--- src/rtl/arb_pkg.sv ---
// Shared types and sizing helpers for the unified memory port arbiter.
package arb_pkg;

  // Arbiter FSM states: waiting for a request, or one access in flight.
  typedef enum logic {
    ARB_IDLE,
    ARB_BUSY
  } arb_state_t;

  // Which requester owns the access that is currently in flight.
  typedef enum logic [1:0] {
    OWN_NONE,
    OWN_IF,
    OWN_D
  } arb_owner_t;

  // Largest legal memory latency and starvation limit.
  localparam int unsigned ARB_MEM_LAT_MAX    = 15;
  localparam int unsigned ARB_STARVE_MAX_MAX = 255;

  // Counter widths wide enough for the largest legal settings.
  localparam int unsigned ARB_LAT_CNT_W_MAX    = $clog2(ARB_MEM_LAT_MAX + 1);
  localparam int unsigned ARB_STARVE_CNT_W_MAX = $clog2(ARB_STARVE_MAX_MAX + 1);

  // Width of the latency counter that must hold the values 0..mem_lat.
  function automatic int unsigned lat_cnt_width(input int unsigned mem_lat);
    return $clog2(mem_lat + 1);
  endfunction

  // Width of the starvation counter that must hold the values 0..starve_max.
  function automatic int unsigned starve_cnt_width(input int unsigned starve_max);
    return $clog2(starve_max + 1);
  endfunction

endpackage

--- src/rtl/mem_arb_lat_timer.sv ---
// Loadable up-counter that runs from 1 up to MAX_CNT and then holds,
// raising done while it sits at MAX_CNT. A count of 0 means idle.
module mem_arb_lat_timer #(
  parameter int unsigned MAX_CNT = 2,
  parameter int unsigned CNT_W   = $clog2(MAX_CNT + 1)
) (
  input  logic             clk,
  input  logic             rst,
  input  logic             load,
  input  logic             clear,
  output logic [CNT_W-1:0] cnt,
  output logic             done
);

  localparam logic [CNT_W-1:0] CNT_LIMIT = CNT_W'(MAX_CNT);
  localparam logic [CNT_W-1:0] CNT_ONE   = CNT_W'(1);

  logic [CNT_W-1:0] cnt_d;
  logic [CNT_W-1:0] cnt_q;

  // Next count: load restarts at 1, clear returns to idle, otherwise advance until the limit.
  always_comb begin
    cnt_d = cnt_q;
    if (load) begin
      cnt_d = CNT_ONE;
    end else if (clear) begin
      cnt_d = '0;
    end else if ((cnt_q != '0) && (cnt_q != CNT_LIMIT)) begin
      cnt_d = cnt_q + CNT_ONE;
    end
  end

  // Count register with synchronous reset to idle.
  always_ff @(posedge clk) begin
    if (rst) begin
      cnt_q <= '0;
    end else begin
      cnt_q <= cnt_d;
    end
  end

  assign cnt  = cnt_q;
  assign done = (cnt_q == CNT_LIMIT);

endmodule

--- src/rtl/mem_port_arbiter.sv ---
// Arbiter sharing one single-ported memory between instruction fetch and
// the load/store path. One access in flight at a time; data wins unless
// fetch has been passed over STARVE_MAX times in a row.
// Optional feature: define ARB_PERF_CNT_EN to build the stall counters;
// otherwise if_stall_cnt and d_stall_cnt are tied to zero.
module mem_port_arbiter
  import arb_pkg::*;
#(
  parameter int unsigned MEM_LAT    = 2,
  parameter int unsigned STARVE_MAX = 4,
  parameter int unsigned AW         = 32
) (
  input  logic          clk,
  input  logic          rst,
  input  logic          if_req,
  input  logic [AW-1:0] if_addr,
  output logic          if_gnt,
  output logic          if_rvalid,
  output logic [31:0]   if_rdata,
  input  logic          d_req,
  input  logic          d_we,
  input  logic [AW-1:0] d_addr,
  input  logic [31:0]   d_wdata,
  input  logic [3:0]    d_be,
  output logic          d_gnt,
  output logic          d_rvalid,
  output logic [31:0]   d_rdata,
  output logic          mem_req,
  output logic          mem_we,
  output logic [AW-1:0] mem_addr,
  output logic [31:0]   mem_wdata,
  output logic [3:0]    mem_be,
  input  logic [31:0]   mem_rdata,
  output logic          busy,
  output logic [31:0]   if_stall_cnt,
  output logic [31:0]   d_stall_cnt
);

  localparam int unsigned LAT_W = lat_cnt_width(MEM_LAT);
  localparam int unsigned SW    = starve_cnt_width(STARVE_MAX);

  localparam logic [SW-1:0] STARVE_LIM = SW'(STARVE_MAX);
  localparam logic [SW-1:0] STARVE_ONE = SW'(1);

  arb_state_t state_q, state_d;
  arb_owner_t owner_q, owner_d;
  logic       we_q, we_d;
  logic [SW-1:0] starve_q, starve_d;

  logic [LAT_W-1:0] lat_cnt;
  logic             lat_done;

  logic idle_sel;
  logic fetch_forced;
  logic d_win;
  logic if_win;
  logic grant;
  logic in_flight;
  logic resp_cycle;

  // Grant selection: only in IDLE and never while reset is asserted; data wins unless fetch is starved.
  always_comb begin
    idle_sel     = (state_q == ARB_IDLE) && !rst;
    fetch_forced = if_req && (starve_q == STARVE_LIM);
    d_win        = idle_sel && d_req && !fetch_forced;
    if_win       = idle_sel && if_req && !d_win;
    grant        = d_win || if_win;
    in_flight    = (state_q == ARB_BUSY) && !rst;
    resp_cycle   = in_flight && lat_done;
  end

  mem_arb_lat_timer #(
    .MAX_CNT (MEM_LAT),
    .CNT_W   (LAT_W)
  ) u_lat_timer (
    .clk   (clk),
    .rst   (rst),
    .load  (grant),
    .clear (resp_cycle),
    .cnt   (lat_cnt),
    .done  (lat_done)
  );

  // Next-state logic for the FSM, the owner/write flags and the starvation counter.
  always_comb begin
    state_d  = state_q;
    owner_d  = owner_q;
    we_d     = we_q;
    starve_d = starve_q;
    case (state_q)
      ARB_IDLE: begin
        if (grant) begin
          state_d = ARB_BUSY;
          if (d_win) begin
            owner_d = OWN_D;
            we_d    = d_we;
            if (if_req && (starve_q != STARVE_LIM)) begin
              starve_d = starve_q + STARVE_ONE;
            end
          end else begin
            owner_d  = OWN_IF;
            we_d     = 1'b0;
            starve_d = '0;
          end
        end
      end
      ARB_BUSY: begin
        if (lat_done) begin
          state_d = ARB_IDLE;
          owner_d = OWN_NONE;
          we_d    = 1'b0;
        end
      end
      default: begin
        state_d = ARB_IDLE;
        owner_d = OWN_NONE;
        we_d    = 1'b0;
      end
    endcase
  end

  // FSM and arbitration state registers; reset drops any in-flight access.
  always_ff @(posedge clk) begin
    if (rst) begin
      state_q  <= ARB_IDLE;
      owner_q  <= OWN_NONE;
      we_q     <= 1'b0;
      starve_q <= '0;
    end else begin
      state_q  <= state_d;
      owner_q  <= owner_d;
      we_q     <= we_d;
      starve_q <= starve_d;
    end
  end

  // Memory command and requester responses; only the owner ever sees rvalid or data.
  always_comb begin
    if_gnt    = if_win;
    d_gnt     = d_win;
    mem_req   = grant;
    mem_we    = d_win && d_we;
    mem_addr  = '0;
    mem_wdata = '0;
    mem_be    = 4'h0;
    if (d_win) begin
      mem_addr  = d_addr;
      mem_wdata = d_wdata;
      mem_be    = d_be;
    end else if (if_win) begin
      mem_addr  = if_addr;
      mem_be    = 4'hF;
    end
    busy      = in_flight;
    if_rvalid = resp_cycle && (owner_q == OWN_IF);
    d_rvalid  = resp_cycle && (owner_q == OWN_D);
    if_rdata  = if_rvalid ? mem_rdata : 32'h0;
    d_rdata   = (d_rvalid && !we_q) ? mem_rdata : 32'h0;
  end

  // A busy arbiter always has a running latency count.
  a_busy_counting : assert property (@(posedge clk) disable iff (rst)
    (state_q == ARB_BUSY) |-> (lat_cnt != '0));

`ifdef ARB_PERF_CNT_EN
  logic [31:0] if_stall_q, if_stall_d;
  logic [31:0] d_stall_q, d_stall_d;

  // Saturating stall counters: cycles where a request is waiting without a grant.
  always_comb begin
    if_stall_d = if_stall_q;
    d_stall_d  = d_stall_q;
    if (if_req && !if_win && (if_stall_q != 32'hFFFF_FFFF)) begin
      if_stall_d = if_stall_q + 32'd1;
    end
    if (d_req && !d_win && (d_stall_q != 32'hFFFF_FFFF)) begin
      d_stall_d = d_stall_q + 32'd1;
    end
  end

  // Stall counter registers, cleared by reset.
  always_ff @(posedge clk) begin
    if (rst) begin
      if_stall_q <= 32'h0;
      d_stall_q  <= 32'h0;
    end else begin
      if_stall_q <= if_stall_d;
      d_stall_q  <= d_stall_d;
    end
  end

  assign if_stall_cnt = rst ? 32'h0 : if_stall_q;
  assign d_stall_cnt  = rst ? 32'h0 : d_stall_q;
`else
  assign if_stall_cnt = 32'h0;
  assign d_stall_cnt  = 32'h0;
`endif

endmodule
--- config.mk ---
export PLATFORM = sky130hd
export DESIGN_NAME = mem_port_arbiter
export DESIGN_NICKNAME = d
export VERILOG_FILES = /design/src/rtl/arb_pkg.sv /design/src/rtl/mem_arb_lat_timer.sv /design/src/rtl/mem_port_arbiter.sv
export SDC_FILE = /design/constraint.sdc
export NUM_CORES = 1
export LEC_CHECK = 0
export ABC_AREA = 1
export BUFFER_PORTS_ARGS = -buffer_cell sky130_fd_sc_hd__buf_2
export CAP_MARGIN = 20
export CORE_AREA = 4 4 130 132
export DETAILED_ROUTE_END_ITERATION = 6
export DIE_AREA = 0 0 134 136
export GPL_ROUTABILITY_DRIVEN = 0
export SLEW_MARGIN = 20
export SYNTH_ARGS = -nofsm -noshare
export SYNTH_HDL_FRONTEND = slang
export SYNTH_SLANG_ARGS = --single-unit
--- constraint.sdc ---
create_clock -name clk -period 3.7 [get_ports clk]
set_clock_uncertainty 0.05 [all_clocks]
set_input_delay 0.74 -clock clk [delete_from_list [all_inputs] [get_ports clk]]
set_output_delay 0.74 -clock clk [all_outputs]
set_load 0.005 [all_outputs]
==> impl_metrics.py <==
metrics = {
    "detailed_routing": {
        "finalWirelength_um": 8640,
        "detail_route.vias_per_cell": 3.30,
        "vias": 2935,
        "firstDrtPassIters": 4,
        "route.antenna.remaining_nets": 0,
        "drtIter0Drc": 131,
        "detail_route.drc_violations": 0,
        "post_drt_wl_per_cell_um": 9.70,
    },
    "place": {
        "place_ws_ns": 0.858,
        "detailedPlacementHpwl_um": 7490,
        "placed_cell_area_um2": 3400,
        "port_buffers": 275,
    },
    "power_and_ir_drop": {
        "peakVddDrop_v": 0.000156,
        "power.leakage_nw": 2.60,
        "internal_power_w": 0.000392,
        "seq_power_share_pct": 19.8,
        "switching_power_w": 0.000226,
        "power_density_over_the_cells_nw_per_um2": 178,
        "netSwitchingFraction_pct": 36.6,
        "power_frac_clock_pct": 31.2,
        "p_comb_share_pct": 49.0,
    },
    "sta": {
        "final.setup.worst_slack_ns": 0.875,
        "timing.final.crit_period_ns": 2.82,
        "timing_hold_violations_final": 0,
        "worst_slew_margin_rel_pct": 60.0,
        "rsz_0062_raised_after_global_routing": "false",
        "max_clock_freq_mhz": 354,
        "final_max_slew_viol_count": 0,
        "tightest_slew_ns": 0.598,
        "final.period_utilization_pct": 76.3,
        "timing.setup.tns_ns": 0,
        "report.final.setup_viol": 0,
    },
    "floorplan": {
        "pin_count": 340,
        "coreArea_um2": 15700,
        "die_area_um2": 18200,
        "die_width_um": 134,
        "die_height_um": 136,
        "number_of_rows_in_the_core_area": 46,
        "initial_utilization_pct": 13.3,
    },
    "clocking": {
        "clock_insertion_delay_at_the_later_pin_of_the_skew_report_ns": 0.24,
        "clock-root-buffer": "sky130_fd_sc_hd__clkbuf_16",
        "htreeDepth": 1,
        "cts.repair_timing.setup_buffer_count": 0,
        "cts-root-to-sink-buffers": 2,
        "clk_pin_slew_ns": 0.04,
        "tritoncts_num_sinks": 9,
        "cts_made_buffers": 3,
        "cts_hold_repair.buffers": 0,
        "clock_tree_from_tritoncts": "yes",
        "count_of_instances_resized_after_the_clock_tree_is_built": 0,
    },
    "run": {
        "maxCapViolCount": 0,
    },
    "synth": {
        "synth.yosys.seq_area_share_pct": 8.61,
        "post_synth_inst_count": 411,
        "syn_area_per_cell_um2": 5.09,
        "synthesis.area_um2": 2090,
        "synth_cell_type_count": 22,
        "yosys_warnings": 0,
        "yosys_register_bits": 9,
    },
    "worst_setup_path": {
        "critical_path.slowest_cell": "sky130_fd_sc_hd__inv_2",
        "critical_path.n_buffers_inverters": 4,
        "timing.critical_path.mode_cell": "sky130_fd_sc_hd__nand2_1",
        "worst-path-max-fanout": 33,
        "required_ns": 2.91,
        "critical_path.top_delay_family": "buffers and inverters",
        "criticalPathCategory": "in -> out",
        "path_cells": "buf_2, nor2_4, nand2_1, inv_1, nand2_1, inv_2, nand2_1, nand2_1, buf_2",
        "critical_path_arrival_ns": 2.03,
        "worst_path_largest_cell_delay_ns": 0.42,
        "cp-start-kind": "input port",
        "critPathCaptureType": "output port",
    },
    "layout": {
        "area_of_the_multi_input_gates_um2": 1260,
        "final_layout_size_suffix_gt1_share_pct": 42.7,
        "final_util_pct": 22.1,
        "area.growth.synth_to_final_pct": 66.2,
        "fillers": 1829,
        "num-nets-final": 816,
        "final_area_um2": 3480,
        "num_antenna_cells": 0,
        "seqCellArea_um2": 180,
    },
    "global_route": {
        "global_route.overflow_total": 0,
        "grt_util_all_layers_pct": 7.96,
        "grt_pass1_wl_um": 12100,
        "grt_pass1_vias": 2577,
        "antenna_found_initial": 0,
        "grt_start_max_net_pins": 39,
    },
    "worst_hold_path": {
        "hp-class": "reg -> reg",
    },
    "outcome": {
        "run_status": "finished clean",
    },
}
through the flow:
| step | hold WS [ns] | std cells | power (W) |
|---|---|---|---|
| 5_1_grt | 0.446 | 890 | 0.000671 |
| 4_1_cts | 0.437 | 890 | 0.000624 |
| 3_5_place_dp | 0.430 | 886 | 0.000427 |
| 2_1_floorplan | 0.403 | 474 | 0.000334 |
| 3_3_place_gp | 0.430 | 886 | 0.000425 |
| 6_report | 0.435 | 890 | 0.000617 |
cell families after synthesis:
logic type      count (synthesis)  share of synthesized area, %
compound gates                 11                          3.11
xor+xnor                        2                         0.837
other cells                     1                         0.179
simple gates                  225                          42.6
flops                           9                          8.61
fa+ha+maj                       4                          2.39
buf+inv                       159                          42.3
registers in the layout, summed over array words and instances (netlist names):
register / flops
owner_q: 2
starve_q: 3
u_lat_timer.cnt: 2
state_q: 1
we_q: 1
metal layers:
metal / vias up / GRT usage [%] / part of all wire [%]
met1: 1212 / 9.67 / 39
li1: 1560 / - / -
met4: 0 / 2.51 / 1.3
met3: 7 / 1.07 / 8.8
met5: - / 0 / 0
met2: 156 / 14.5 / 51
cells in the mapped netlist, drive strengths merged:
library cell,instances,area share (%)
a21oi,6,1.4
a21boi,1,0.36
inv,78,14
nand2,105,19
nor4,1,1.0
nor3,2,0.48
nand3,7,1.9
clkbuf,2,0.36
nor2,110,20
conb,1,0.18
o211ai,1,0.60
o21ai,3,0.72
xor2,2,0.84
ha,4,2.4
dfxtp,9,8.6
buf,79,28
tightest hold or removal path, cell delays in order (launching register included):
cell,delay [ns]
sky130_fd_sc_hd__dfxtp_1,0.30
sky130_fd_sc_hd__nand3_1,0.07
sky130_fd_sc_hd__a21oi_1,0.06
worst paths after layout:
path,from,to,slack (ns),cells after the start
setup / recovery,rst,mem_addr[9],0.88,9
hold / removal,owner_q[1],owner_q[1],0.43,2
setup reg to reg,starve_q[0],starve_q[1],2.06,7
hold reg to reg,owner_q[1],owner_q[1],0.43,2
final cells by class:
cell class / count / share of cell area, %
multi-input combinational: 306 / 36.3
sequential: 9 / 5.18
inverter: 78 / 8.42
tap: 216 / 7.77
timing repair buffer: 277 / 40.0
clock buffer: 4 / 2.27
power groups by stage:
stage	clock (W)	sequential, W	combinational [W]
2_1_floorplan	0	0.000122	0.000212
3_3_place_gp	0	0.000124	0.000301
3_5_place_dp	0	0.000124	0.000303
4_1_cts	0.000198	0.000122	0.000304
5_1_grt	0.000201	0.000124	0.000346
6_report	0.000193	0.000122	0.000302
cell usage in the layout, fill, tap and decap left out:
cell type	synthesis	layout
sky130_fd_sc_hd__a21oi_1	6	6
sky130_fd_sc_hd__dfxtp_1	9	9
sky130_fd_sc_hd__xor2_1	2	2
sky130_fd_sc_hd__o21ai_0	3	3
sky130_fd_sc_hd__ha_1	4	4
sky130_fd_sc_hd__clkbuf_1	2	1
sky130_fd_sc_hd__conb_1	1	64
sky130_fd_sc_hd__nor4_4	1	1
sky130_fd_sc_hd__inv_2	2	2
sky130_fd_sc_hd__clkbuf_16	0	3
sky130_fd_sc_hd__nor2_4	1	1
sky130_fd_sc_hd__a21boi_0	1	1
sky130_fd_sc_hd__nor2_1	109	109
sky130_fd_sc_hd__nand2_1	103	103
sky130_fd_sc_hd__nand3_2	1	1
sky130_fd_sc_hd__o211ai_2	1	1
sky130_fd_sc_hd__buf_4	68	2
sky130_fd_sc_hd__nand2_2	2	2
sky130_fd_sc_hd__nand3_1	6	6
sky130_fd_sc_hd__nor3_1	2	2
sky130_fd_sc_hd__inv_1	76	76
sky130_fd_sc_hd__buf_2	8	275
Note: power is estimated with default switching activity, not from simulation.
